`src/rtl/hazard_controller.sv`:
```
`default_nettype none
// ============================================================================
// Module   : hazard_controller
// Purpose  : Pipeline hazard unit for a 5-stage in-order core. Detects
//            load-use and memory-wait hazards, services taken branches with
//            flushes, and selects ALU operand forwarding paths.
// Build    : HAZARD_FORWARDING_EN defined   -> EX/ME and ME/WB forwarding on;
//                                              only loads in ID/EX stall decode.
//            HAZARD_FORWARDING_EN undefined -> forward selects tied to 00;
//                                              any ID/EX or EX/ME producer of a
//                                              decode source stalls decode.
// Ports    : clk, reset (async, active low)
//            id_rs/id_rt                     - IF/ID source registers
//            id_ex_mem_read/_reg_write/_write_reg - ID/EX producer
//            ex_rs/ex_rt                     - ID/EX source registers
//            ex_me_reg_write/_write_reg      - EX/ME producer
//            me_wb_reg_write/_write_reg      - ME/WB producer
//            mem_access/mem_ready            - data memory handshake
//            branch_taken                    - EX/ME branch resolves taken
//            pc_write, if_id_write, if_id_flush, id_ex_flush, ex_me_flush,
//            pipe_hold                       - stall/flush controls (comb)
//            forward_a/forward_b             - 00 RF, 01 ME/WB, 10 EX/ME
//            state (RUN/STALL/MEM_WAIT), stall_count (saturating, 16 bit)
// Revision : 1.0 - initial release
// ============================================================================
module hazard_controller (
  input  logic        clk,
  input  logic        reset,
  input  logic [4:0]  id_rs,
  input  logic [4:0]  id_rt,
  input  logic        id_ex_mem_read,
  input  logic        id_ex_reg_write,
  input  logic [4:0]  id_ex_write_reg,
  input  logic [4:0]  ex_rs,
  input  logic [4:0]  ex_rt,
  input  logic        ex_me_reg_write,
  input  logic [4:0]  ex_me_write_reg,
  input  logic        me_wb_reg_write,
  input  logic [4:0]  me_wb_write_reg,
  input  logic        mem_access,
  input  logic        mem_ready,
  input  logic        branch_taken,
  output logic        pc_write,
  output logic        if_id_write,
  output logic        if_id_flush,
  output logic        id_ex_flush,
  output logic        ex_me_flush,
  output logic        pipe_hold,
  output logic [1:0]  forward_a,
  output logic [1:0]  forward_b,
  output logic [1:0]  state,
  output logic [15:0] stall_count
);

  typedef enum logic [1:0] {
    RUN      = 2'b00,
    STALL    = 2'b01,
    MEM_WAIT = 2'b10
  } state_t;

  state_t      state_q, state_d;
  logic [15:0] stall_count_q, stall_count_d;

  logic w_mem_stall;
  logic w_load_use;

  // Register 0 is hard-wired zero, so a write to it never creates a hazard.
  function automatic logic prod_match(input logic       we,
                                      input logic [4:0] dst,
                                      input logic [4:0] src);
    return we && (dst != 5'd0) && (dst == src);
  endfunction

  assign w_mem_stall = mem_access & ~mem_ready;

`ifdef HAZARD_FORWARDING_EN
  logic [1:0] w_fwd_a, w_fwd_b;

  // Only a load cannot be forwarded in time for the next instruction's EX.
  assign w_load_use = id_ex_mem_read &
                      (prod_match(id_ex_reg_write, id_ex_write_reg, id_rs) |
                       prod_match(id_ex_reg_write, id_ex_write_reg, id_rt));

  // EX/ME is the younger producer, so it is checked last and wins.
  always_comb begin
    w_fwd_a = 2'b00;
    w_fwd_b = 2'b00;
    if (prod_match(me_wb_reg_write, me_wb_write_reg, ex_rs)) w_fwd_a = 2'b01;
    if (prod_match(ex_me_reg_write, ex_me_write_reg, ex_rs)) w_fwd_a = 2'b10;
    if (prod_match(me_wb_reg_write, me_wb_write_reg, ex_rt)) w_fwd_b = 2'b01;
    if (prod_match(ex_me_reg_write, ex_me_write_reg, ex_rt)) w_fwd_b = 2'b10;
  end

  assign forward_a = (pipe_hold || !reset) ? 2'b00 : w_fwd_a;
  assign forward_b = (pipe_hold || !reset) ? 2'b00 : w_fwd_b;
`else
  logic w_unused_fwd;

  // Without bypassing, decode waits until the producer has reached ME/WB
  // (register file written first half, read second half).
  assign w_load_use = prod_match(id_ex_reg_write, id_ex_write_reg, id_rs) |
                      prod_match(id_ex_reg_write, id_ex_write_reg, id_rt) |
                      prod_match(ex_me_reg_write, ex_me_write_reg, id_rs) |
                      prod_match(ex_me_reg_write, ex_me_write_reg, id_rt);

  assign forward_a = 2'b00;
  assign forward_b = 2'b00;

  assign w_unused_fwd = ^{ex_rs, ex_rt, me_wb_reg_write, me_wb_write_reg,
                          id_ex_mem_read};
`endif

  // Control outputs and next state; priority mem_stall > branch > load_use.
  always_comb begin
    pc_write    = 1'b1;
    if_id_write = 1'b1;
    if_id_flush = 1'b0;
    id_ex_flush = 1'b0;
    ex_me_flush = 1'b0;
    pipe_hold   = 1'b0;
    state_d     = RUN;

    case (state_q)
      MEM_WAIT: begin
        if (!mem_ready) begin
          pc_write    = 1'b0;
          if_id_write = 1'b0;
          pipe_hold   = 1'b1;
          state_d     = MEM_WAIT;
        end else if (branch_taken) begin
          if_id_flush = 1'b1;
          id_ex_flush = 1'b1;
          ex_me_flush = 1'b1;
        end
      end
      default: begin  // RUN and STALL share the same decision tree
        if (w_mem_stall) begin
          pc_write    = 1'b0;
          if_id_write = 1'b0;
          pipe_hold   = 1'b1;
          state_d     = MEM_WAIT;
        end else if (branch_taken) begin
          // Redirect discards any pending load-use on the wrong path.
          if_id_flush = 1'b1;
          id_ex_flush = 1'b1;
          ex_me_flush = 1'b1;
        end else if (w_load_use) begin
          pc_write    = 1'b0;
          if_id_write = 1'b0;
          id_ex_flush = 1'b1;
          state_d     = STALL;
        end
      end
    endcase

    // In reset the pipeline is frozen and every stage register is flushed.
    if (!reset) begin
      pc_write    = 1'b0;
      if_id_write = 1'b0;
      if_id_flush = 1'b1;
      id_ex_flush = 1'b1;
      ex_me_flush = 1'b1;
      pipe_hold   = 1'b0;
      state_d     = RUN;
    end
  end

  assign stall_count_d = (!pc_write && (stall_count_q != 16'hFFFF)) ?
                         stall_count_q + 16'd1 : stall_count_q;

  always_ff @(posedge clk or negedge reset) begin
    if (!reset) begin
      state_q       <= RUN;
      stall_count_q <= 16'd0;
    end else begin
      state_q       <= state_d;
      stall_count_q <= stall_count_d;
    end
  end

  assign state       = state_q;
  assign stall_count = stall_count_q;

endmodule
`default_nettype wire

```
`config.mk`:
```
export PLATFORM = sky130hd
export DESIGN_NAME = hazard_controller
export DESIGN_NICKNAME = d
export VERILOG_FILES = /design/src/rtl/hazard_controller.sv
export SDC_FILE = /design/constraint.sdc
export NUM_CORES = 1
export LEC_CHECK = 0
export CORE_UTILIZATION = 26
export DETAILED_ROUTE_END_ITERATION = 10
export PLACE_DENSITY = 0.73
export SYNTH_ARGS = -nofsm -noshare
export SYNTH_HDL_FRONTEND = slang
export SYNTH_SLANG_ARGS = --single-unit
```
`constraint.sdc`:
```
create_clock -name clk -period 1.8 [get_ports clk]
set_input_delay 0.36 -clock clk [delete_from_list [all_inputs] [get_ports clk]]
set_output_delay 0.36 -clock clk [all_outputs]
set_load 0.05 [all_outputs]
```
==> metrics.md <==
| Metric | Value |
|---|---|
| Core Box Area | `4414 um2` |
| Crit path DAT | `around 1800 ps` |
| Worst Setup Path Type | `in2out` |
| Number of global-route vias before repair | `around 1300` |
| Hold Vio Cnt, Final | `0` |
| Register area share after synthesis | `0.3711` |
| Failing checks | `setup timing` |
| TritonCTS Buffers | `3` |
| RePlAce Congestion | `0.7890` |
| Number of iterations in the first detailed-routing pass | `4` |
| CTS tree | `built` |
| Detailed Route Iter0 Violations | `50` |
| Syn Area/Cell | `between 9 and 10 um2` |
| Setup ws final | `-327.7 ps` |
| Inst Count DP | `259` |
| Hold crit path type | `in2async` |
| Non-filler instance count after layout | `278` |
| Insertion delay to the later sink of the worst-skew pair | `approximately 260 ps` |
| RSZ-0062 raised after global routing | `true` |
| Reg-to-reg slack, setup | `-160 ps` |
| Fmax | `~0.47 GHz` |
| Fraction of layout cells with a size suffix above 1 | `0.6195` |
| Clock root cell | `clkbuf_8` |
| Worst reg2reg endpoint | `stall_count[15]` |
| Final Slew Violations | `0` |
| # IOs | `72` |
| Depth of the CTS H-tree | `1` |
| Total congestion overflow | `0` |
| Post-layout nets | `about 270` |
| DR vias/cell | `between 4 and 5` |
| Total wire length | `3910 um` |
| Worst endpoint required time | `1440 ps` |
| # setup viols final | `19` |
| Chip width | `roughly 70 um` |
| Row cnt | `24` |
| Antenna violations before repair | `0` |
| Ant diodes | `0` |
| Max clock buf depth | `2` |
| Wirelength per Cell | `14.06 um` |
| Largest net degree at the start of global routing | `14` |
| Total power draw | `around 2.0 mW` |
| Synth Instances | `approximately 130` |
| Final HPWL DP | `roughly 2700 um` |
| Synthesis warning total | `0` |
| Worst ir drop on vdd | `about 0.0005 V` |
| Via count | `roughly 1300` |
| TritonCTS Sinks | `18` |
| Commonest non-fill, non-tap cells in the layout | `58 x buf_4, 30 x xor2_1, 13 x dfrtp_2` |
| Antenna Nets Post-Route | `0` |
| First-pass GRT wire length | `roughly 6300 um` |
| Worst Path Max Fanout | `3` |
| Pleak | `1.150 nW` |
| Initial core utilization | `0.2749` |
| Overall routing resource usage | `0.1606` |
| Die Y | `about 70 um` |
| Commonest non-fill, non-tap cell in the layout | `buf_4` |
| Die area | `just under 5000 um2` |
| Fillers | `about 370` |
| Synthesis-to-finish area growth | `99.28%` |
| Setup tns final | `-4187 ps` |
| Hold Buf Count CTS | `0` |
| Worst setup EP type | `primary output` |
| Yosys reg bits | `18` |
| Drt drc | `0` |
| Final min period | `roughly 2100 ps` |
| PortBufs | `50` |
| Post-Syn Area | `around 1200 um2` |
| CTS clk-pin slew, worst paths | `~70 ps` |
| Pwr Density | `around 840 nW/um2` |
| Final worst-path cycle share | `1.182` |
| Max Cap Viol | `0` |
| Setup Skew | `slightly below 7 ps` |
| Reg2Reg Depth | `8` |
| Post-synth cell types | `32` |
| R2R Path Start | `stall_count[9]` |
| Utilization after layout | `0.5479` |
| CP Launch Type | `input port` |
| Status | `finished, violations left` |
## worst max-delay path by stage
stage	startpoint	endpoint	slack, ps	cells after the start
global placement	id_ex_write_reg[1]	stall_count[1]	-810	8
finish	ex_me_write_reg[4]	pc_write	-330	7
detailed placement	ex_me_write_reg[1]	stall_count[10]	-870	9
CTS	id_ex_write_reg[4]	pc_write	-320	7
floorplan	ex_me_write_reg[1]	pc_write	-410	6
global route	id_rs[4]	stall_count[15]	-380	10
## cell type report
type | count | area (um2) | area share
Multi-Input combinational cell | 105 | 983.4 | 0.4066
Timing Repair Buffer | 97 | 850.8 | 0.3518
Sequential cell | 18 | 466.7 | 0.1930
Tap cell | 52 | 65.06 | 0.02690
Clock buffer | 4 | 45.04 | 0.01862
Inverter | 2 | 7.507 | 0.003104
## synth_stat cells
master / instances / area, um2
inv_1: 2 / 7.510
nand3_1: 4 / 20.02
or4_1: 2 / 15.01
mux2_1: 1 / 11.26
nand4_1: 1 / 6.260
xor2_1: 32 / 280.3
o21ai_0: 1 / 5.000
or2_2: 2 / 12.51
o22ai_1: 2 / 12.51
and4_1: 3 / 26.28
and2_1: 1 / 6.260
o221ai_2: 1 / 15.01
dfrtp_1: 18 / 450.4
ha_1: 1 / 12.51
nor3_1: 8 / 40.04
or3_1: 1 / 6.260
a31o_2: 1 / 8.760
buf_6: 1 / 11.26
conb_1: 1 / 3.750
and2_0: 1 / 6.260
a21oi_1: 1 / 5.000
xnor2_1: 3 / 26.28
nor3b_1: 1 / 7.510
a21o_1: 1 / 7.510
a31oi_4: 1 / 21.27
nor4bb_1: 1 / 10.01
a22oi_1: 2 / 15.01
nor2_1: 13 / 48.80
nand2_1: 11 / 41.29
nand2b_1: 3 / 18.77
o21ai_1: 2 / 10.01
buf_4: 6 / 45.04
## stage by stage
| step | instance area [um2] | hold WS, ps | setup WS, ps |
|---|---|---|---|
| 6_report | 2419 | 466.3 | -327.7 |
| 5_1_grt | 2419 | 462.5 | -378.2 |
| 4_1_cts | 2328 | 482.7 | -324.6 |
| 3_5_place_dp | 2113 | 510.4 | -867.0 |
| 3_3_place_gp | 2113 | 498.0 | -809.8 |
| 2_1_floorplan | 1365 | 64.41 | -406.7 |
## critical path: stages
cell and delay [ps]:
buf_8 100, or4_4 530, o21ai_4 170, or2_4 160, o22ai_4 80, a21oi_4 200, buf_12 160
## per-layer routing
| metal | vias to the layer above | global-route usage | wire length (um) |
|---|---|---|---|
| met1 | 629 | 0.1855 | 1536 |
| li1 | 620 | - | - |
| met4 | 0 | 0.04000 | 70 |
| met2 | 26 | 0.3037 | 2200 |
| met5 | - | 0 | 0 |
| met3 | 9 | 0.02453 | 103 |
## power breakdown
| part | switching, mW | total (mW) | internal [mW] |
|---|---|---|---|
| Clock | 0.139 | 0.296 | 0.157 |
| Combinational | 0.654 | 1.14 | 0.490 |
| Sequential | 0.0859 | 0.583 | 0.497 |
## what timing repair did
action,CTS,global route
gates cloned,1,0
pin swaps,23,20
buffers inserted,8,7
setup endpoints to repair,23,22
gates resized for setup,84,23
## flip-flops by register name, indices dropped and copies added, names as in the netlist
register and flops:
stall_count 16, state 2
## kinds of logic after synthesis
| family | after synthesis | share of synthesized area |
|---|---|---|
| AND/OR/NAND/NOR | 52 | 0.2186 |
| XOR/XNOR | 35 | 0.2526 |
| flip-flops | 18 | 0.3711 |
| AO/OA/AOI/OAI | 12 | 0.08246 |
| buffers and inverters | 9 | 0.05258 |
| adder cells (fa/ha/maj) | 1 | 0.01031 |
| other | 1 | 0.003090 |
| multiplexers | 1 | 0.009278 |
No activity file was read; power rests on OpenSTA's default activity.
==> RTL edit (same flow settings) <==
The option `HAZARD_FORWARDING_EN` is turned on by a define.
--- a/src/rtl/hazard_controller.sv
+++ b/src/rtl/hazard_controller.sv
@@ -23,6 +23,8 @@
 //            state (RUN/STALL/MEM_WAIT), stall_count (saturating, 16 bit)
 // Revision : 1.0 - initial release
 // ============================================================================
+`define HAZARD_FORWARDING_EN
+
 module hazard_controller (
   input  logic        clk,
   input  logic        reset,
Formal check against the unedited RTL: not equivalent (Yosys sat finds a counterexample within 4 cycles, from zero or initial values and one cycle with reset low).
==> RTL edit against the unedited design <==
The flow still finishes with violations (negative setup slack); via count up 21%; sequential cell count unchanged; clock power down 4%; final area up 27%; clock skew down 2.1 ps; total power up 34%; synthesized area up 18%; setup slack better by 49 ps; critical path type unchanged; wire length up 21%; first-iteration DRC count down 66%; final cell count up 25%.
==> RTL edit: results (changes against the unedited design) <==
- Outcome: complete, but fails checks
- Violated checks: negative setup slack
- Clock root buffer: sky130_fd_sc_hd__clkbuf_8
- Clock input transition at the sequential cells of the worst setup and hold paths: 70 ps (about the same)
- Most frequent cells after synthesis: sky130_fd_sc_hd__xor2_1 (24), sky130_fd_sc_hd__xnor2_1 (20), sky130_fd_sc_hd__dfrtp_1 (18)
- Number of fill cells: 437 (+19%)
- Final worst slack: -279 ps (+49.0 ps)
- IO Port Bufs: 71 (+42%)
- Yosys cell types: 33 (+3.1%)
- Slowest-stage cell, CP: sky130_fd_sc_hd__or4_4
- Number of flip-flops under the largest register name: 16 (unchanged)
- Placed cell areas: 0.00263 sq mm (+24%)
- Post-Synthesis Net Count: 192
- Largest net degree at the start of global routing: 20 (+6)
- Maximum ir drop on the vdd rail: 1.02 mV (+100%)
- Worst-skew pair later-pin latency: between 200 and 300 ps
- Placer Congestion: 0.841 (+6.6%)
- Register-to-register path setup slack: -110 ps (+50 ps)
- Critical-path maximum fanout: 2 (-1)
- Arrival time reported for the critical path endpoint: 1720 ps (-50 ps)
- Deepest clock path buffer count: 2 (unchanged)
- Number of detailed-route iterations in the first pass: 4 (unchanged)
- Number of antenna diodes: 0 (unchanged)
- Detailed Route Iter0 Violations: 17 (-66%)
- Share of flip-flops with an asynchronous set or reset: 100% (unchanged)
- Layout cells sized above 1: 63.3% (+1.4 points)
- Cell leakage power: 1.34 nW (+16%)
- Layout net count: 324 (+19%)
- Antenna violations before repair: 0 (unchanged)
- Crit-path max cell delay: ~540 ps
- Worst min path class: flip-flop to flip-flop
- # H-tree levels: 1 (unchanged)
- Sequential share of the synthesized area: 31.6% (-5.5 points)
- Post-route clock skew: 4.77 ps (-2.10 ps)
- Setup violators final: 22 (+3)
- Total negative slack for setup checks: -2220 ps (+1970 ps)
- Routed length per instance: 13.6 um (-3.0%)
- Worst R2R Path Depth: 10 (+2)
- Synthesis Warnings: 0 (unchanged)
- Most common flop cell mapped by yosys: sky130_fd_sc_hd__dfrtp_1
- Worst-case hold slack: 478 ps (+11.4 ps)
- Worst Tran Pin Value: 522 ps
- Half-perimeter wire length of the detailed placement result: 3330 um (+22%)
- Routed via count divided by cell count: 4.46 (-3.4%)
- Max Freq: 481 MHz (+2.4%)
- Total clock buffers created by CTS: 3 (unchanged)
- Cells on Worst Hold Path: 1
- Wire length of the first global-routing pass: 7960 um (+27%)
- Tot GR Track Use: 16.8% (+0.76 points)
- Top cells by area in the synthesized netlist: sky130_fd_sc_hd__dfrtp_1 (32%), sky130_fd_sc_hd__xor2_1 (15%), sky130_fd_sc_hd__xnor2_1 (12%)
- Vias in the first global route: 1709 (+27%)
RTL edit: worst paths after layout:
kind	from	endpoint
worst max-delay path	ex_me_write_reg[4]	forward_b[0]
worst min-delay path	stall_count[4]	stall_count[4]
worst max register to register	state[1]	stall_count[4]
worst min register to register	stall_count[4]	stall_count[4]
max in group asynchronous	reset	state[1]
min in group asynchronous	reset	stall_count[8]
RTL edit: cell families after synthesis:
| family | count (synthesis) | synth area share (%) |
|---|---|---|
| adder cells (fa/ha/maj) | 1 | 0.877 |
| multiplexers | 2 | 1.58 |
| XOR/XNOR | 44 | 27.0 |
| flip-flops | 18 | 31.6 |
| AND/OR/NAND/NOR | 65 | 29.0 |
| AO/OA/AOI/OAI | 7 | 4.47 |
| buffers and inverters | 10 | 5.44 |
RTL edit: metrics by stage:
step / instances / worst slack (ps)
2_1_floorplan: 147 / -183
3_3_place_gp: 325 / -711
3_5_place_dp: 325 / -744
4_1_cts: 347 / -285
5_1_grt: 348 / -323
6_report: 348 / -279
RTL edit: worst max-delay path, delay by kind of cell:
family,cells,cell delay [ps]
AND/OR/NAND/NOR,3,760
buffers and inverters,3,400
AO/OA/AOI/OAI,1,200
RTL edit: final cells by class:
class                      instances  area (sq um)  share of cell area, %
sequential                        18           462                   15.0
tap                               70          87.6                   2.84
multi-input combinational        119          1250                   40.5
clock buffer                       4          45.0                   1.46
inverter                           4          15.0                  0.487
timing repair buffer             133          1220                   39.7
RTL edit: repair_timing:
| action | 4_1_cts | 5_1_grt |
|---|---|---|
| gates resized for setup | 154 | 23 |
| pin swaps | 66 | 17 |
| cloned | 1 | 0 |
| endpoints found under the setup margin | 27 | 26 |
| setup buffers | 19 | 4 |
RTL edit: metal layers:
| layer | vias to the layer above | part of all wire, % | GRT usage, % |
|---|---|---|---|
| met5 | - | 0 | 0 |
| met4 | 0 | 0.86 | 3.27 |
| met3 | 4 | 3.1 | 1.80 |
| met2 | 37 | 54 | 31.9 |
| met1 | 745 | 42 | 20.4 |
| li1 | 767 | - | - |
RTL edit: power breakdown:
group / internal [mW] / switching (mW) / total, mW / leakage [nW]
Clock: 0.157 / 0.127 / 0.284 / 0.0228
Sequential: 0.569 / 0.160 / 0.729 / 0.200
Combinational: 0.695 / 0.996 / 1.69 / 1.11
Total: 1.42 / 1.28 / 2.70 / 1.34
